File: src/rtl/mul8_dot_acc.sv
// Streaming dot-product accumulator for 16-bit unsigned products with valid/ready result handoff.
// Optional macro MUL8_DOT_ACC_SAT_EN: saturate the accumulator on overflow instead of wrapping.
module mul8_dot_acc #(
    parameter int ACC_W   = 20,
    parameter int MAX_LEN = 16,
    parameter int CNT_W   = 5
) (
    input  logic             clk,
    input  logic             rst,
    input  logic             in_valid,
    output logic             in_ready,
    input  logic [15:0]      in_prod,
    input  logic             in_last,
    output logic             out_valid,
    input  logic             out_ready,
    output logic [ACC_W-1:0] out_sum,
    output logic [CNT_W-1:0] out_count,
    output logic             out_ovf
);

    typedef enum logic [1:0] {IDLE, ACC, HOLD} state_t;

    state_t             state_reg, state_next;
    logic [ACC_W-1:0]   acc_reg, acc_next;
    logic [CNT_W-1:0]   cnt_reg, cnt_next;
    logic               ovf_reg, ovf_next;
    logic               valid_reg, valid_next;
    logic [ACC_W-1:0]   sum_reg, sum_next;
    logic [CNT_W-1:0]   count_reg, count_next;
    logic               oovf_reg, oovf_next;

    logic               accept;
    logic               close;
    logic [ACC_W:0]     sum_ext;
    logic [CNT_W-1:0]   cnt_inc;
    logic               ovf_acc;
    logic [ACC_W-1:0]   acc_sum;

    // acc/cnt/ovf are zero whenever no vector is open, so IDLE and ACC share one datapath.
    always_comb begin
        accept  = in_valid & ~valid_reg;
        sum_ext = {1'b0, acc_reg} + (ACC_W+1)'(in_prod);
        cnt_inc = cnt_reg + CNT_W'(1);
        ovf_acc = ovf_reg | sum_ext[ACC_W];
`ifdef MUL8_DOT_ACC_SAT_EN
        acc_sum = ovf_acc ? {ACC_W{1'b1}} : sum_ext[ACC_W-1:0];
`else
        acc_sum = sum_ext[ACC_W-1:0];
`endif
        close   = accept & (in_last | (cnt_inc == CNT_W'(MAX_LEN)));
    end

    always_comb begin
        state_next = state_reg;
        acc_next   = acc_reg;
        cnt_next   = cnt_reg;
        ovf_next   = ovf_reg;
        valid_next = valid_reg;
        sum_next   = sum_reg;
        count_next = count_reg;
        oovf_next  = oovf_reg;
        case (state_reg)
            IDLE, ACC: begin
                if (close) begin
                    state_next = HOLD;
                    sum_next   = acc_sum;
                    count_next = cnt_inc;
                    oovf_next  = ovf_acc;
                    valid_next = 1'b1;
                    acc_next   = '0;
                    cnt_next   = '0;
                    ovf_next   = 1'b0;
                end else if (accept) begin
                    state_next = ACC;
                    acc_next   = acc_sum;
                    cnt_next   = cnt_inc;
                    ovf_next   = ovf_acc;
                end
            end
            HOLD: begin
                if (out_ready) begin
                    state_next = IDLE;
                    valid_next = 1'b0;
                end
            end
            default: state_next = IDLE;
        endcase
    end

    always_ff @(posedge clk) begin
        if (rst) begin
            state_reg <= IDLE;
            acc_reg   <= '0;
            cnt_reg   <= '0;
            ovf_reg   <= 1'b0;
            valid_reg <= 1'b0;
            sum_reg   <= '0;
            count_reg <= '0;
            oovf_reg  <= 1'b0;
        end else begin
            state_reg <= state_next;
            acc_reg   <= acc_next;
            cnt_reg   <= cnt_next;
            ovf_reg   <= ovf_next;
            valid_reg <= valid_next;
            sum_reg   <= sum_next;
            count_reg <= count_next;
            oovf_reg  <= oovf_next;
        end
    end

    assign in_ready  = ~valid_reg;
    assign out_valid = valid_reg;
    assign out_sum   = sum_reg;
    assign out_count = count_reg;
    assign out_ovf   = oovf_reg;

endmodule

File: config.mk
export PLATFORM = sky130hd
export DESIGN_NAME = mul8_dot_acc
export DESIGN_NICKNAME = d
export VERILOG_FILES = /design/src/rtl/mul8_dot_acc.sv
export SDC_FILE = /design/constraint.sdc
export NUM_CORES = 1
export LEC_CHECK = 0
export ABC_AREA = 1
export CORE_MARGIN = 4
export CORE_UTILIZATION = 58
export CTS_CLUSTER_DIAMETER = 150
export DETAILED_ROUTE_END_ITERATION = 8
export GPL_TIMING_DRIVEN = 0
export PLACE_DENSITY = 0.91
export SLEW_MARGIN = 10
export SYNTH_ARGS = -nofsm -noshare
export SYNTH_HDL_FRONTEND = slang
export SYNTH_SLANG_ARGS = --single-unit
File: constraint.sdc
create_clock -name clk -period 3.01 [get_ports clk]
set_input_delay 0.602 -clock clk [delete_from_list [all_inputs] [get_ports clk]]
set_output_delay 0.602 -clock clk [all_outputs]
set_load 0.005 [all_outputs]
==> summary.md, run 1 <==
| Metric | Value |
|---|---|
| Final Power | `1850 uW` |
| Setup repair bufs after CTS | `0` |
| Via density | `between 5 and 6` |
| Root Buffer | `clkbuf_8` |
| Max Transition Viols Final | `0` |
| Share of cells above drive strength 1 | `4.71%` |
| CP endpoint kind | `flip-flop` |
| Num ports | `49` |
| GR Util All Layers | `25.4%` |
| Starting Density | `61.0%` |
| Final Cycle Share | `83.4%` |
| Post-synthesis sequential area ratio | `34.7%` |
| Clock sink total | `55` |
| Fin nets | `569` |
| Row count | `26` |
| Drt drc | `0` |
| First-pass GRT wire length | `13400 um` |
| Routed wire length | `7980 um` |
| RSZ-0062 raised after global routing | `no` |
| Setup Viol. Count Final | `0` |
| Final worst slack | `~0.5 ns` |
| Number of synthesized register bits | `55` |
| Max_cap viols | `0` |
| Hold Violations, Final | `0` |
| Port bufs | `48` |
| Core area | `0.00520 mm2` |
| Library cells used by synthesis | `31` |
| Post-layout min period | `2.51 ns` |
| Clk_skew | `~0.012 ns` |
| Post-route ant nets | `0` |
| H-tree depth | `2` |
| Startpoint class of the critical path | `input pin` |
| CTS tree | `done` |
| PwrDens | `477 mW/mm2` |
| Die area | `0.00672 mm2` |
| Worst hold path type | `flip-flop to flip-flop` |
| Met2 WL post-DR | `3990 um` |
| Rel. slew slack | `53.3%` |
| Clock-pin slew on the worst setup and hold paths | `roughly 0.10 ns` |
| Area grow syn2layout | `22.2%` |
| Clock latency on the worst-skew pair | `a little over 0.3 ns` |
| Synthesized area per cell | `6.68 um2` |
| Warnings from Yosys | `0` |
| Status | `complete, no violations` |
| Initial DRC Count | `285` |
| Resize count post-CTS | `0` |
| First-pass iteration count of the detailed router | `5` |
| Total grt overflow | `0` |
| WHS | `0.448 ns` |
| Pre-CTS WS | `between 0.2 and 0.25 ns` |
| Crit path DAT | `between 2 and 3 ns` |
| Clock buffers created by TritonCTS | `5` |
| Worst Path Max Fanout | `4` |
| HPWL after DPL | `slightly above 6000 um` |
| Ant diodes | `0` |
| Post-Syn Area | `0.00317 mm2` |
| Post-synth net total | `514` |
| Worst Max-Slew Pin Slew | `about 0.70 ns` |
| Die height | `82.0 um` |
| Worst Setup Path Type | `input pin to flip-flop` |
| Via count | `3257` |
| Initial antenna violation count | `0` |
| WL met1 | `3310 um` |
| Routed wl met3 | `506 um` |
| Worst endpoint required time | `3.20 ns` |
| Final Util | `about three quarters` |
| Via count of the first global-routing pass | `3075` |
| Achievable frequency | `0.398 GHz` |
| Setup TNS | `0 ns` |
| Hold-fix buffers, CTS | `0` |
| Post-Synthesis Cells | `475` |
| Leakage | `between 0.0015 and 0.002 uW` |
| WL/cell | `13.3 um` |
| Die Width | `a little over 80 um` |
| VDD IR max | `between 0.3 and 0.4 mV` |
| Top sig layer | `met4` |
| Placer Congestion | `0.956` |
| Clock tree buffer depth | `2` |
| Largest net degree at the start of global routing | `18` |
## per-layer routing
metal | up-vias | global-route usage (%)
met4 | 0 | 6.81
met1 | 1466 | 30.4
met5 | - | 0
li1 | 1626 | -
met2 | 143 | 46.4
met3 | 22 | 4.28
## path summary, 6_finish.rpt
path | start | endpoint | slack, ns | cells after the start
max reg2reg | acc_reg[0] | acc_reg[8] | 0.90 | 9
min | out_ovf | out_ovf | 0.45 | 2
min reg2reg | out_ovf | out_ovf | 0.45 | 2
max | in_prod[0] | acc_reg[8] | 0.50 | 10
## where the power goes
part	switching, uW	internal [uW]	total (uW)
clock network	247	332	578
registers	28.5	775	804
logic	276	191	467
## area by class of cell
type / count / area (um2)
multi-input combinational: 359 / 1810
timing repair buffer: 48 / 480
tap: 70 / 87.6
fill: 413 / 1330
inverter: 49 / 189
clock inverter: 3 / 67.6
sequential: 55 / 1100
buffer: 12 / 76.3
clock buffer: 5 / 68.8
## metrics by stage
| stage | instances | area [um2] |
|---|---|---|
| after floorplan | 475 | 3170 |
| after global placement | 593 | 3740 |
| after detailed placement | 593 | 3740 |
| after CTS | 601 | 3880 |
| after global routing | 601 | 3880 |
| final | 601 | 3880 |
## cell families after synthesis
kind of cell,share of synthesized area (%)
DFF,34.7
xor gates and xnor gates,3.27
AOI/OAI and AO/OA,10.5
adders and majority gates,7.33
buffers and inverters,8.36
and+or+nand+nor,35.8
## Yosys cell counts
master    count  area share [%]
and2_1        2            0.39
clkbuf_1      6            0.71
fa_1          1            0.63
xor2_1        7             1.9
buf_1         1            0.12
o21ai_1       1            0.16
xnor2_1       3            0.83
dfxtp_1      55              35
buf_2         1            0.16
inv_2         3            0.35
nand3_1      35             5.5
nand2_4       1            0.35
nor2_4        2            0.71
o21bai_1      1            0.24
o21ai_0      16             2.5
nor2_1       32             3.8
buf_6         4             1.4
xnor2_2       1            0.51
nand4_1       1            0.20
ha_1         17             6.7
and3_1        1            0.20
nand3b_1      4            0.95
a21oi_1      48             7.6
nand2_8       1            0.63
nand2_1     176              21
nor2_8        1            0.63
inv_1        45             5.3
nand3_2       2            0.63
clkinv_4      1            0.28
nand2b_1      2            0.39
nor3_1        4            0.63
## cell usage in the layout, fill, tap and decap left out
master	instances
a21oi_1	48
and2_1	2
and3_1	1
buf_1	1
buf_2	1
buf_6	4
bufinv_16	2
clkbuf_1	6
clkbuf_8	5
clkdlybuf4s50_1	48
clkinv_4	1
clkinvlp_4	1
dfxtp_1	55
fa_1	1
ha_1	17
inv_1	45
inv_2	3
nand2_1	176
nand2_4	1
nand2_8	1
nand2b_1	2
nand3_1	35
nand3_2	2
nand3b_1	4
nand4_1	1
nor2_1	32
nor2_4	2
nor2_8	1
nor3_1	4
o21ai_0	16
o21ai_1	1
o21bai_1	1
xnor2_1	3
xnor2_2	1
xor2_1	7
## critical path: stages
cell and delay, ns:
clkdlybuf4s50_1 0.41, ha_1 0.24, fa_1 0.49, nand3_1 0.15, nand3_1 0.12, nand2_1 0.08
nand2_1 0.13, xnor2_1 0.26, nand2b_1 0.14, a21oi_1 0.07
Note: power is estimated with default switching activity, not from simulation.
==> run 2, diff against run 1 <==
--- a/config.mk
+++ b/config.mk
@@ -7,11 +7,11 @@
 export LEC_CHECK = 0
 export ABC_AREA = 1
 export CORE_MARGIN = 4
-export CORE_UTILIZATION = 58
+export CORE_UTILIZATION = 49
 export CTS_CLUSTER_DIAMETER = 150
 export DETAILED_ROUTE_END_ITERATION = 8
 export GPL_TIMING_DRIVEN = 0
-export PLACE_DENSITY = 0.91
+export PLACE_DENSITY = 0.83
 export SLEW_MARGIN = 10
 export SYNTH_ARGS = -nofsm -noshare
 export SYNTH_HDL_FRONTEND = slang
==> constraint.sdc (replaced) <==
create_clock -name clk -period 2.2 [get_ports clk]
set_input_delay 0.44 -clock clk [delete_from_list [all_inputs] [get_ports clk]]
set_output_delay 0.44 -clock clk [all_outputs]
set_load 0.005 [all_outputs]
==> run 2 against run 1 <==
Against the previous run:
- sequential share of layout area fell by 0.14 points
- die area grew 17%
- final area rose by 0.48%
- clock skew decreased by 0.0050 ns
- critical path depth is 1 lower
- setup slack lost 0.31 ns
- clock power is 0.7% lower
- sequential power rose by 37%
- largest power group unchanged
==> summary.md, run 2 (same netlist as run 1, synthesis figures left out) <==
| Metric | Value |
|---|---|
| Status | `complete, no violations` |
| Die area | `0.00783 mm2` |
| PwrDens | `595 mW/mm2` |
| R2R Path Start | `acc_reg[0]` |
| Rel. slew slack | `53.7%` |
| Worst Max-Slew Pin Slew | `0.695 ns` |
| H-tree depth | `2` |
| Port bufs | `48` |
| Total grt overflow | `0` |
| Hold Violations, Final | `0` |
| Row count | `29` |
| Sw power | `about 740 uW` |
| Via count of the first global-routing pass | `~3000` |
| WL/cell | `between 10 and 15 um` |
| Die Width | `about 90 um` |
| Worst Setup Path Type | `input pin to flip-flop` |
| Clock tree buffer depth | `2` |
| First-pass GRT wire length | `~13000 um` |
| Routed wire length | `7990 um` |
| Leakage | `0.00184 uW` |
| Clk_skew | `0.00716 ns` |
| CP endpoint kind | `flip-flop` |
| Hold-fix buffers, CTS | `0` |
| WHS | `roughly 0.45 ns` |
| Hold path depth | `2` |
| Commonest cells after routing, fill and taps aside | `nand2_1, dfxtp_1, a21oi_1, clkdlybuf4s50_1, inv_1` |
| Reg2Reg Depth | `10` |
| Share of cells above drive strength 1 | `6.39%` |
| Num ports | `49` |
| Die height | `88.5 um` |
| Clock sink total | `55` |
| Drt drc | `0` |
| Ant diodes | `0` |
| First-pass iteration count of the detailed router | `5` |
| HPWL after DPL | `6060 um` |
| Clock latency on the worst-skew pair | `between 0.3 and 0.4 ns` |
| Starting Density | `50.3%` |
| Clock Power Share | `24.8%` |
| Power share of the sequential group | `47.5%` |
| Net Sw Frac | `31.9%` |
| Min-Delay Startpoint | `out_ovf` |
| Post-route ant nets | `0` |
| Initial DRC Count | `between 200 and 250` |
| VDD IR max | `0.424 mV` |
| Clock buffers created by TritonCTS | `5` |
| Max_cap viols | `0` |
| Via count | `roughly 3100` |
| Post-layout min period | `2.01 ns` |
| CTS tree | `done` |
| Achievable frequency | `between 0.4 and 0.5 GHz` |
| Most common cell after layout, fill and taps aside | `nand2_1` |
| Worst endpoint required time | `2.39 ns` |
| Initial antenna violation count | `0` |
| Final Cycle Share | `91.4%` |
| R2r setup slk | `0.30 ns` |
| Worst hold path type | `flip-flop to flip-flop` |
| Reg2reg end | `out_sum[8]` |
| RSZ-0062 raised after global routing | `no` |
| Root Buffer | `clkbuf_8` |
| Worst Path Max Fanout | `6` |
| Via density | `5.14` |
| Setup Viol. Count Final | `0` |
| FILL cells | `between 500 and 600` |
| Fin nets | `571` |
| Worst hold path endpoint | `out_ovf` |
| Final Power | `approximately 2300 uW` |
| Comb power frac | `27.7%` |
| Startpoint class of the critical path | `input pin` |
| Area grow syn2layout | `22.8%` |
| Crit path DAT | `2.20 ns` |
| Int Pwr | `1580 uW` |
| Placer Congestion | `a little over 0.9` |
| Core area | `approximately 0.0063 mm2` |
| Max Transition Viols Final | `0` |
| GR Util All Layers | `21.3%` |
| Clock-pin slew on the worst setup and hold paths | `0.09 ns` |
| Largest net degree at the start of global routing | `16` |
## run 2: cell count changes in the layout (fill, tap and decap cells not counted), sizes merged
| cell | change |
|---|---|
| clkinvlp | -1 |
| buf | +2 |
| clkbuf | +1 |
| clkinv | +1 |
| clkdlybuf4s50 | -1 |
| dlymetal6s2s | +1 |
| bufinv | -2 |
## run 2: metrics by stage
step / setup TNS (ns) / setup WS [ns] / area, um2 / instances / util, %
CTS: 0 / 0.0368 / 3850 / 607 / 61.0
global route: 0 / 0.0411 / 3900 / 609 / 61.7
finish: 0 / 0.190 / 3900 / 609 / 61.7
global placement: -4.50 / -0.430 / 3750 / 600 / 59.4
floorplan: 0 / 0.290 / 3170 / 475 / -
detailed placement: -5.41 / -0.460 / 3750 / 600 / 59.4
## run 2: worst max-delay path by stage
stage                from          end  cells past startpoint
3_3_place_gp   in_prod[0]   acc_reg[8]                     10
2_1_floorplan  in_prod[0]      ovf_reg                     11
6_report       in_prod[2]   acc_reg[5]                      9
5_1_grt        in_prod[8]  acc_reg[17]                     11
3_5_place_dp   in_prod[0]   out_sum[8]                     11
4_1_cts        in_prod[0]      ovf_reg                     12
## run 2: final cells by class
class                           count  area [um2]  area share, %
Buffer                             12        76.3           1.96
Clock buffer                        6        82.6           2.12
Clock inverter                      1        5.00          0.128
Inverter                           49         189           4.85
Multi-Input combinational cell    359        1850           47.4
Sequential cell                    55        1100           28.3
Tap cell                           77        96.3           2.47
Timing Repair Buffer               50         498           12.8
## run 2: per-layer routing
layer	wire, um	global-route usage [%]	part of all wire (%)
met1	3530	27.0	44
met2	3840	36.5	48
met3	490	4.75	6.1
met4	124	5.91	1.6
met5	0	0	0
## run 2: critical path, stage by stage
cell,delay [ns]
clkdlybuf4s50_1,0.42
ha_1,0.40
nand2_1,0.13
nand3_1,0.20
nand2_1,0.11
nand2_1,0.09
xnor2_1,0.21
nand2b_1,0.13
a21oi_1,0.07
## run 2: power groups by stage
stage / Combinational, uW / Clock [uW] / Sequential, uW
3_3_place_gp: 608 / 0 / 1120
4_1_cts: 632 / 590 / 1100
6_report: 643 / 574 / 1100
2_1_floorplan: 410 / 0 / 1120
3_5_place_dp: 618 / 0 / 1120
5_1_grt: 715 / 633 / 1110
## run 2: what timing repair did
action,in CTS,in global routing
gates resized for setup,3,7
buffers inserted,0,2
endpoints found under the setup margin,6,7
pin swaps,0,2
